**src/rtl/pacman_pkg.sv**
```systemverilog
// Shared types and constants for the Pac-Man sprite motion controller.
package pacman_pkg;

    typedef enum logic [1:0] {
        UP    = 2'd0,
        DOWN  = 2'd1,
        LEFT  = 2'd2,
        RIGHT = 2'd3
    } dir_t;

    typedef enum logic {
        STOP = 1'b0,
        MOVE = 1'b1
    } state_t;

    localparam logic [7:0] KEY_W = 8'h1A;
    localparam logic [7:0] KEY_S = 8'h16;
    localparam logic [7:0] KEY_A = 8'h04;
    localparam logic [7:0] KEY_D = 8'h07;

    localparam int TILE      = 32;
    localparam int TILE_BITS = $clog2(TILE);

    function automatic dir_t opposite(input dir_t d);
        case (d)
            UP:      return DOWN;
            DOWN:    return UP;
            LEFT:    return RIGHT;
            default: return LEFT;
        endcase
    endfunction

endpackage

```
**src/rtl/frame_tick_sync.sv**
```systemverilog
// Brings the asynchronous frame clock into the Clk domain and emits a one-cycle
// pulse for each of its rising edges.
module frame_tick_sync (
    input  logic clk_i,
    input  logic rst_ni,
    input  logic frame_clk_i,
    output logic tick_o
);

    // [0],[1] form the synchronizer; [2] holds the previous synchronized level.
    logic [2:0] sync_q;

    always_ff @(posedge clk_i or negedge rst_ni) begin
        if (!rst_ni) begin
            sync_q <= 3'b000;
        end else begin
            sync_q <= {sync_q[1:0], frame_clk_i};
        end
    end

    assign tick_o = sync_q[1] & ~sync_q[2];

endmodule

```
**src/rtl/pacman_motion.sv**
```systemverilog
// Tile-aligned Pac-Man motion: queued turns, stop at walls, instant reversal,
// one STEP per frame tick. Position registers feed the downstream wall lookup.
module pacman_motion
    import pacman_pkg::*;
#(
    parameter int START_X = 35,
    parameter int START_Y = 35,
    parameter int OFFSET  = 3,
    parameter int STEP    = 1
) (
    input  logic       Clk,
    input  logic       Reset_n,
    input  logic       frame_clk,
    input  logic [7:0] keycode,
    input  logic       is_wall_up,
    input  logic       is_wall_down,
    input  logic       is_wall_left,
    input  logic       is_wall_right,
    output logic [9:0] Ball_X_Pos_out,
    output logic [9:0] Ball_Y_Pos_out,
    output logic [1:0] dir,
    output logic       moving
);

    localparam logic [TILE_BITS-1:0] OFF_BITS = TILE_BITS'(OFFSET);
    localparam logic [9:0]           STEP_V   = 10'(STEP);

    logic [9:0] x_q, y_q;
    dir_t       dir_q, pend_dir_q;
    logic       pend_valid_q;
    state_t     state_q;

    logic       tick;
    logic       key_valid;
    dir_t       key_dir;
    logic [3:0] wall_vec;
    logic       aligned, reverse, take_pend, stop_now, do_step;
    dir_t       step_dir;

    frame_tick_sync u_tick (
        .clk_i      (Clk),
        .rst_ni     (Reset_n),
        .frame_clk_i(frame_clk),
        .tick_o     (tick)
    );

    always_comb begin
        key_valid = 1'b1;
        key_dir   = UP;
        case (keycode)
            KEY_W:   key_dir = UP;
            KEY_S:   key_dir = DOWN;
            KEY_A:   key_dir = LEFT;
            KEY_D:   key_dir = RIGHT;
            default: key_valid = 1'b0;
        endcase
    end

    // Indexed by dir_t encoding so a direction selects its own wall flag.
    assign wall_vec = {is_wall_right, is_wall_left, is_wall_down, is_wall_up};
    assign aligned  = (x_q[TILE_BITS-1:0] == OFF_BITS) && (y_q[TILE_BITS-1:0] == OFF_BITS);

    // Reversal skips the wall check: the corridor just travelled is known open.
    assign reverse   = (state_q == MOVE) && pend_valid_q && (pend_dir_q == opposite(dir_q));
    assign take_pend = tick && (reverse || (aligned && pend_valid_q && !wall_vec[pend_dir_q]));
    assign stop_now  = tick && (state_q == MOVE) && !take_pend && aligned && wall_vec[dir_q];
    assign do_step   = take_pend || (tick && (state_q == MOVE) && !stop_now);
    assign step_dir  = take_pend ? pend_dir_q : dir_q;

    always_ff @(posedge Clk or negedge Reset_n) begin
        if (!Reset_n) begin
            x_q          <= 10'(START_X);
            y_q          <= 10'(START_Y);
            dir_q        <= RIGHT;
            pend_dir_q   <= UP;
            pend_valid_q <= 1'b0;
            state_q      <= STOP;
        end else begin
            if (take_pend) begin
                dir_q   <= pend_dir_q;
                state_q <= MOVE;
            end else if (stop_now) begin
                state_q <= STOP;
            end

            if (do_step) begin
                case (step_dir)
                    UP:      y_q <= y_q - STEP_V;
                    DOWN:    y_q <= y_q + STEP_V;
                    LEFT:    x_q <= x_q - STEP_V;
                    default: x_q <= x_q + STEP_V;
                endcase
            end

            // A key arriving with a consuming tick wins; the tick used the old request.
            if (key_valid) begin
                pend_valid_q <= 1'b1;
                pend_dir_q   <= key_dir;
            end else if (take_pend) begin
                pend_valid_q <= 1'b0;
            end
        end
    end

    assign Ball_X_Pos_out = x_q;
    assign Ball_Y_Pos_out = y_q;
    assign dir            = dir_q;
    assign moving         = (state_q == MOVE);

endmodule

```
**config.mk**
```make
export PLATFORM = sky130hd
export DESIGN_NAME = pacman_motion
export DESIGN_NICKNAME = d
export VERILOG_FILES = /design/src/rtl/pacman_pkg.sv /design/src/rtl/frame_tick_sync.sv /design/src/rtl/pacman_motion.sv
export SDC_FILE = /design/constraint.sdc
export NUM_CORES = 1
export LEC_CHECK = 0
export CAP_MARGIN = 10
export CORE_ASPECT_RATIO = 0.7
export CORE_MARGIN = 3
export CORE_UTILIZATION = 35
export CTS_BUF_LIST = sky130_fd_sc_hd__clkbuf_8
export DETAILED_ROUTE_END_ITERATION = 16
export DONT_BUFFER_PORTS = 1
export MAX_ROUTING_LAYER = met4
export PLACE_DENSITY = 0.5
export SYNTH_ARGS = -nofsm -noshare
export SYNTH_HDL_FRONTEND = slang
export SYNTH_SLANG_ARGS = --single-unit
```
**constraint.sdc**
```tcl
create_clock -name Clk -period 5.6 [get_ports Clk]
set_input_delay 0.56 -clock Clk [delete_from_list [all_inputs] [get_ports Clk]]
set_output_delay 0.56 -clock Clk [all_outputs]
set_load 0.02 [all_outputs]
```
### After elaboration in Yosys (flattened, before gate mapping)

Index checks and enable logic that the tools add are counted.

* memories: 0
* latch bits: 0
* word-level logic and storage cells: 66
* output and inout port bits: 23
* register bits: 29
* memory bits (writable): 0
* bits in read-only memories: 0
* input bits: 15

* magnitude comparators: 2
* divide/modulo/power cells: 0
* bitwise gates (word level): 3
* $add $sub $neg: 4
* equal/unequal tests: 11
* mux-type cells: 14
* multipliers: 0
* shift-type cells: 0
* reduce and logical (&&, ||, !) cells: 25

Operators by type and width (count)
* 10-bit one-hot mux with 2 select lines: 2
* 10-bit by 1-bit adder with 10-bit output, second input constant: 2
* 10-bit by 1-bit subtractor with 10-bit output, second input constant: 2
* 8-bit by 3-bit equality test with 1-bit output, second input constant: 2
* 8-bit by 5-bit equality test with 1-bit output, second input constant: 2
* 2-bit one-hot mux with 3 select lines: 2
* 1-bit logical AND: 11
* 5-bit by 2-bit equality test with 1-bit output, second input constant: 2
* 1-bit 2-to-1 mux: 7
* 2-bit by 3-bit < comparator with 1-bit output, second input constant: 2
* 2-bit nonzero test: 3
* 1-bit binary-select mux with 2-bit select: 2
* 2-bit by 1-bit equality test with 1-bit output, second input constant: 2
* 2-bit equality test, second input constant: 2
* 2-bit zero test: 2
* 2-bit AND reduction: 2
* 4-bit OR reduction: 1
* 1-bit zero test: 3
* 2-bit equality test: 1
* 1-bit logical OR: 2
* 2-bit 2-to-1 mux: 1
* 1-bit NOT: 2
* 2-bit OR reduction: 1
* 1-bit AND: 1

### Longest topological paths before layout

* depth in word-level cells: 14
* depth in mapped cells: 15
* mapped depth without buffers: 13

### Cells and area by module

From an unflattened synthesis, not the netlist that was laid out.

* cells, all modules: 199
* area total of the unflattened synthesis: 1978.1 sq um

Modules (own cells, without submodules)
* pacman_motion: area an instance 1889.3 sq um, cells each 195, instances 1
* frame_tick_sync: area an instance 88.8 sq um, cells each 4, instances 1

### Worst setup path after synthesis

No wires, ideal clock.

* kind: reg-to-reg
* start: register y_q[0] (netlist: Ball_Y_Pos_out[0])
* end: register y_q[9] (netlist: Ball_Y_Pos_out[9])
* required time: 5.465 ns
* slack: 1.751 ns
* cell stages (with the launch flop): 14
* data arrival time: 3.714 ns
* buffers on the path: 0
* path through: dfstp_2 > nor4b_2 > nand4_1 > or3_1 > and3_4 > inv_4 > nand2_1 > ha_1 > a211oi_1 > o21ai_0 > a2111o_1 > and2_1 > a2111oi_2 > nor4b_2

RTL lines
* from (decl): RTL line pacman_motion.sv:28 `logic [9:0] x_q, y_q;`
* from (signal assigned): RTL line pacman_motion.sv:73 `y_q <= 10'(START_Y);`
* from (signal assigned): RTL line pacman_motion.sv:88 `UP: y_q <= y_q - STEP_V;`
* from (signal assigned): RTL line pacman_motion.sv:89 `DOWN: y_q <= y_q + STEP_V;`
* 5-bit by 2-bit equality test with 1-bit output (*): RTL line pacman_motion.sv:61 `assign aligned = (x_q[TILE_BITS-1:0] == OFF_BITS) && (y_q[TILE_BITS-1:0] == OFF_BITS);`
* 1-bit logical AND (*): RTL line pacman_motion.sv:61
* 1-bit logical AND (*) (2 in series): RTL line pacman_motion.sv:65 `assign take_pend = tick && (reverse || (aligned && pend_valid_q && !wall_vec[pend_dir_q]));`
* 1-bit logical OR (*): RTL line pacman_motion.sv:65
* 1-bit logical AND (*): RTL line pacman_motion.sv:65
* 2-bit 2-to-1 mux (*)
* net step_dir[0]: RTL line pacman_motion.sv:38 `dir_t step_dir;`
* 2-bit by 1-bit equality test with 1-bit output / 2-bit zero test (equally long branches): RTL line pacman_motion.sv:87 `case (step_dir)`
* 2-bit nonzero test (no source line)
* 2-bit AND reduction (no source line)

Mark *: on every way through the listed nets, which the timed path passes. The rest lies on a longest branch.
A chain may end at the register's enable or synchronous reset.

### Final worst setup path

* start: register y_q[1] (netlist: Ball_Y_Pos_out[1])
* end: register y_q[9] (netlist: Ball_Y_Pos_out[9])

The elaborated chain is that of the path after synthesis.

==> results.yml <==
grt:
  first_global_vias: 1964
  antenna_found_initial: 0
  grt_max_degree: 22
  overflow: 0
  grt_pass1_wl_um: 10400
  grt_use_total_pct: 16.4
timing:
  max_freq_ghz: 0.223
  fin_crit_sh_pct: 80.1
  max_slew.worst_pin.slew_ns: 0.636
  finalSetupTns_ns: 0
  max-slew-margin-rel_pct: 57.6
  min_period_ns: 4.48
  hold_viol: 0
  fin_skew_ns: 0.00652
  setup_viol: 0
  slew_viol_final: 0
  rsz0062_at_grt: "false"
pwr:
  power_mw: 0.431
  ir_drop_uv: 76.4
  p_per_area_nw_per_um2: 163
  leakage_nw: 1.10
placement:
  hpwl_um: 4560
  portBuffers: 0
  gp_congestion: 0.844
floorplan:
  coreArea_um2: 6820
  dieArea_um2: 8160
  die_height_um: 76.5
  num_rows: 25
  die_x_um: 107
  start_util_pct: 36.4
  boundaryPins: 38
synthesis:
  synth_cell_types: 66
  synth_edf_count: 0
  synth_warnings: 0
  ys_async_sr_fraction_pct: 100
  syn-num-nets: 299
  avgSynthCellArea_um2: 9.13
  syn_inst: 272
  synth-main-ff-cell: "dfrtp_1"
  yosysSeqAreaShare_pct: 29.6
  syn_area_um2: 2480
  postSynthRegisterBits: 29
cells_and_area:
  drive_gt1_share_pct: 18.1
  fin_util_pct: 38.8
  fillers: 736
  area.sequential_um2: 736
  syn2layout_area_growth_pct: 6.45
  antennaDiodeCount: 0
  fin_nets: 296
  multi_input_area_um2: 1640
clock_tree:
  clkSinkCount: 29
  cts_tree: "done"
  cts_resized: 0
  cts_buffers: 5
  cts_buffer_depth: 2
  clockRootBuffer: "clkbuf_8"
  htreeDepth: 2
  path_clk_slew_ns: 0.07
  clock_latency_ns: 0.29
route:
  avgRoutedWirePerCell_um: 17.1
  wirelength_um: 6230
  first_iter_violations: 103
  ant_nets: 0
  via_per_inst: 5.64
  drc: 0
  firstDrtPassIters: 4
  via_count: 2053
worst_setup_path:
  worstSetupPathType: "register to register"
  reg2reg_depth: 13
  start_kind: "register"
  r2r_end: "Ball_Y_Pos_out[9]"
  arrival_ns: 4.68
  worstPathRequired_ns: 5.79
  rrSetupSlack_ns: 1.12
  crit-reg2reg-launch: "Ball_Y_Pos_out[1]"
  critPathMaxFanout: 8
  cp-end-kind: "register"
flow_run:
  maxCapViolCount: 0
hold_path:
  hold_path.class: "primary input to async pin"
status:
  status: "complete, no violations"
[metrics by stage]
stage | setup slack (ns) | instance area, um2 | hold WS (ns) | std cells
after floorplan | 1.75 | 2480 | 0.264 | 272
after global placement | 1.34 | 2540 | 0.265 | 355
after detailed placement | 1.22 | 2540 | 0.265 | 355
after CTS | 1.18 | 2640 | 0.0847 | 364
after global routing | 0.821 | 2640 | 0.0781 | 364
final | 1.12 | 2640 | 0.0877 | 364
[report_power, final]
| group | total (mW) | switching, mW | internal (mW) | leakage [nW] |
|---|---|---|---|---|
| registers | 0.223 | 0.00965 | 0.214 | 0.353 |
| logic | 0.0365 | 0.0207 | 0.0158 | 0.702 |
| clock network | 0.171 | 0.0871 | 0.0842 | 0.0491 |
[layer usage]
layer	up-vias	global-route usage [%]	wire, um
met5	-	-	0
met4	0	3.07	36
met3	4	3.30	244
met2	39	23.7	2600
met1	982	23.8	3350
li1	1028	-	-
[state kept, by name, summed over array words and instances (netlist names)]
| signal | count |
|---|---|
| pend_valid_q | 1 |
| u_tick.sync_q | 3 |
| dir | 2 |
| Ball_Y_Pos_out | 10 |
| moving | 1 |
| Ball_X_Pos_out | 10 |
| pend_dir_q | 2 |
[worst max-delay path by stage]
stage,from,endpoint,depth (start not counted)
global placement,Ball_Y_Pos_out[0],Ball_Y_Pos_out[9],13
CTS,Ball_Y_Pos_out[0],Ball_Y_Pos_out[9],13
floorplan,Ball_Y_Pos_out[0],Ball_Y_Pos_out[9],13
finish,Ball_Y_Pos_out[1],Ball_Y_Pos_out[9],13
global route,Ball_Y_Pos_out[0],Ball_Y_Pos_out[9],13
detailed placement,Ball_Y_Pos_out[0],Ball_Y_Pos_out[9],13
[repair_timing]
item,4_1_cts,5_1_grt
hold endpoints to repair,21,0
hold buffers,1,0
buffers inserted,0,0
[logic make-up (layout without fill, tap and decap cells)]
logic type                 Yosys count  in the layout  share of synthesized area [%]
AOI/OAI and AO/OA                   70             70                           20.6
xor gates and xnor gates            16             16                           5.64
adders and majority gates           12             12                           6.35
muxes                               20             20                           9.88
and+or+nand+nor                    103            103                           23.7
DFF                                 29             29                           29.6
buffers and inverters               22             20                           4.18
[area by class of cell]
type | instances | area share, %
Multi-Input combinational cell | 221 | 62.2
Sequential cell | 29 | 27.8
Tap cell | 94 | 4.45
Clock buffer | 5 | 2.60
Inverter | 11 | 1.66
Timing Repair Buffer | 1 | 0.758
Clock inverter | 3 | 0.521
[layout by cell type (no fill, tap or decap), types with 8 or more instances in the layout]
master | Yosys | routed
dfrtp_1 | 21 | 21
nand2_1 | 21 | 21
a21oi_1 | 16 | 16
nand3_1 | 14 | 14
nor3_1 | 12 | 12
inv_1 | 10 | 11
xnor2_1 | 11 | 11
mux2_2 | 11 | 11
ha_1 | 11 | 11
nor2_1 | 10 | 10
o21ai_0 | 10 | 10
dfstp_2 | 8 | 8
[cells in the mapped netlist, types with 3 or more instances]
library cell	instances	area [um2]
dfrtp_1	21	526
nand2_1	21	78.8
a21oi_1	16	80.1
nand3_1	14	70.1
nor3_1	12	60.1
ha_1	11	138
mux2_2	11	124
xnor2_1	11	96.3
inv_1	10	37.5
nor2_1	10	37.5
o21ai_0	10	50.1
dfstp_2	8	210
a21o_1	7	52.6
clkbuf_1	6	22.5
and2_1	5	31.3
mux2i_1	5	50.1
xor2_1	5	43.8
a2111o_1	4	45.0
a211oi_1	4	30.0
nand2b_1	4	25.0
nand3b_1	4	30.0
o32ai_1	4	35.0
a31oi_1	3	18.8
and3_1	3	18.8
buf_2	3	15.0
nand4_1	3	18.8
nor4_1	3	18.8
o211ai_1	3	22.5
o21a_1	3	22.5
or2_2	3	18.8
or3_1	3	18.8
[critical path, cell delays in order (launching register included)]
cell,delay (ns)
dfstp_2,0.62
nor4bb_1,0.46
nand4_1,0.33
or3_1,0.44
and3_4,0.19
inv_4,0.08
nand2_1,0.23
ha_1,0.38
a211oi_1,0.31
o21ai_0,0.24
a2111o_1,0.46
and3_1,0.18
mux2_4,0.27
nor4b_2,0.20
No activity file was read; power rests on OpenSTA's default activity.
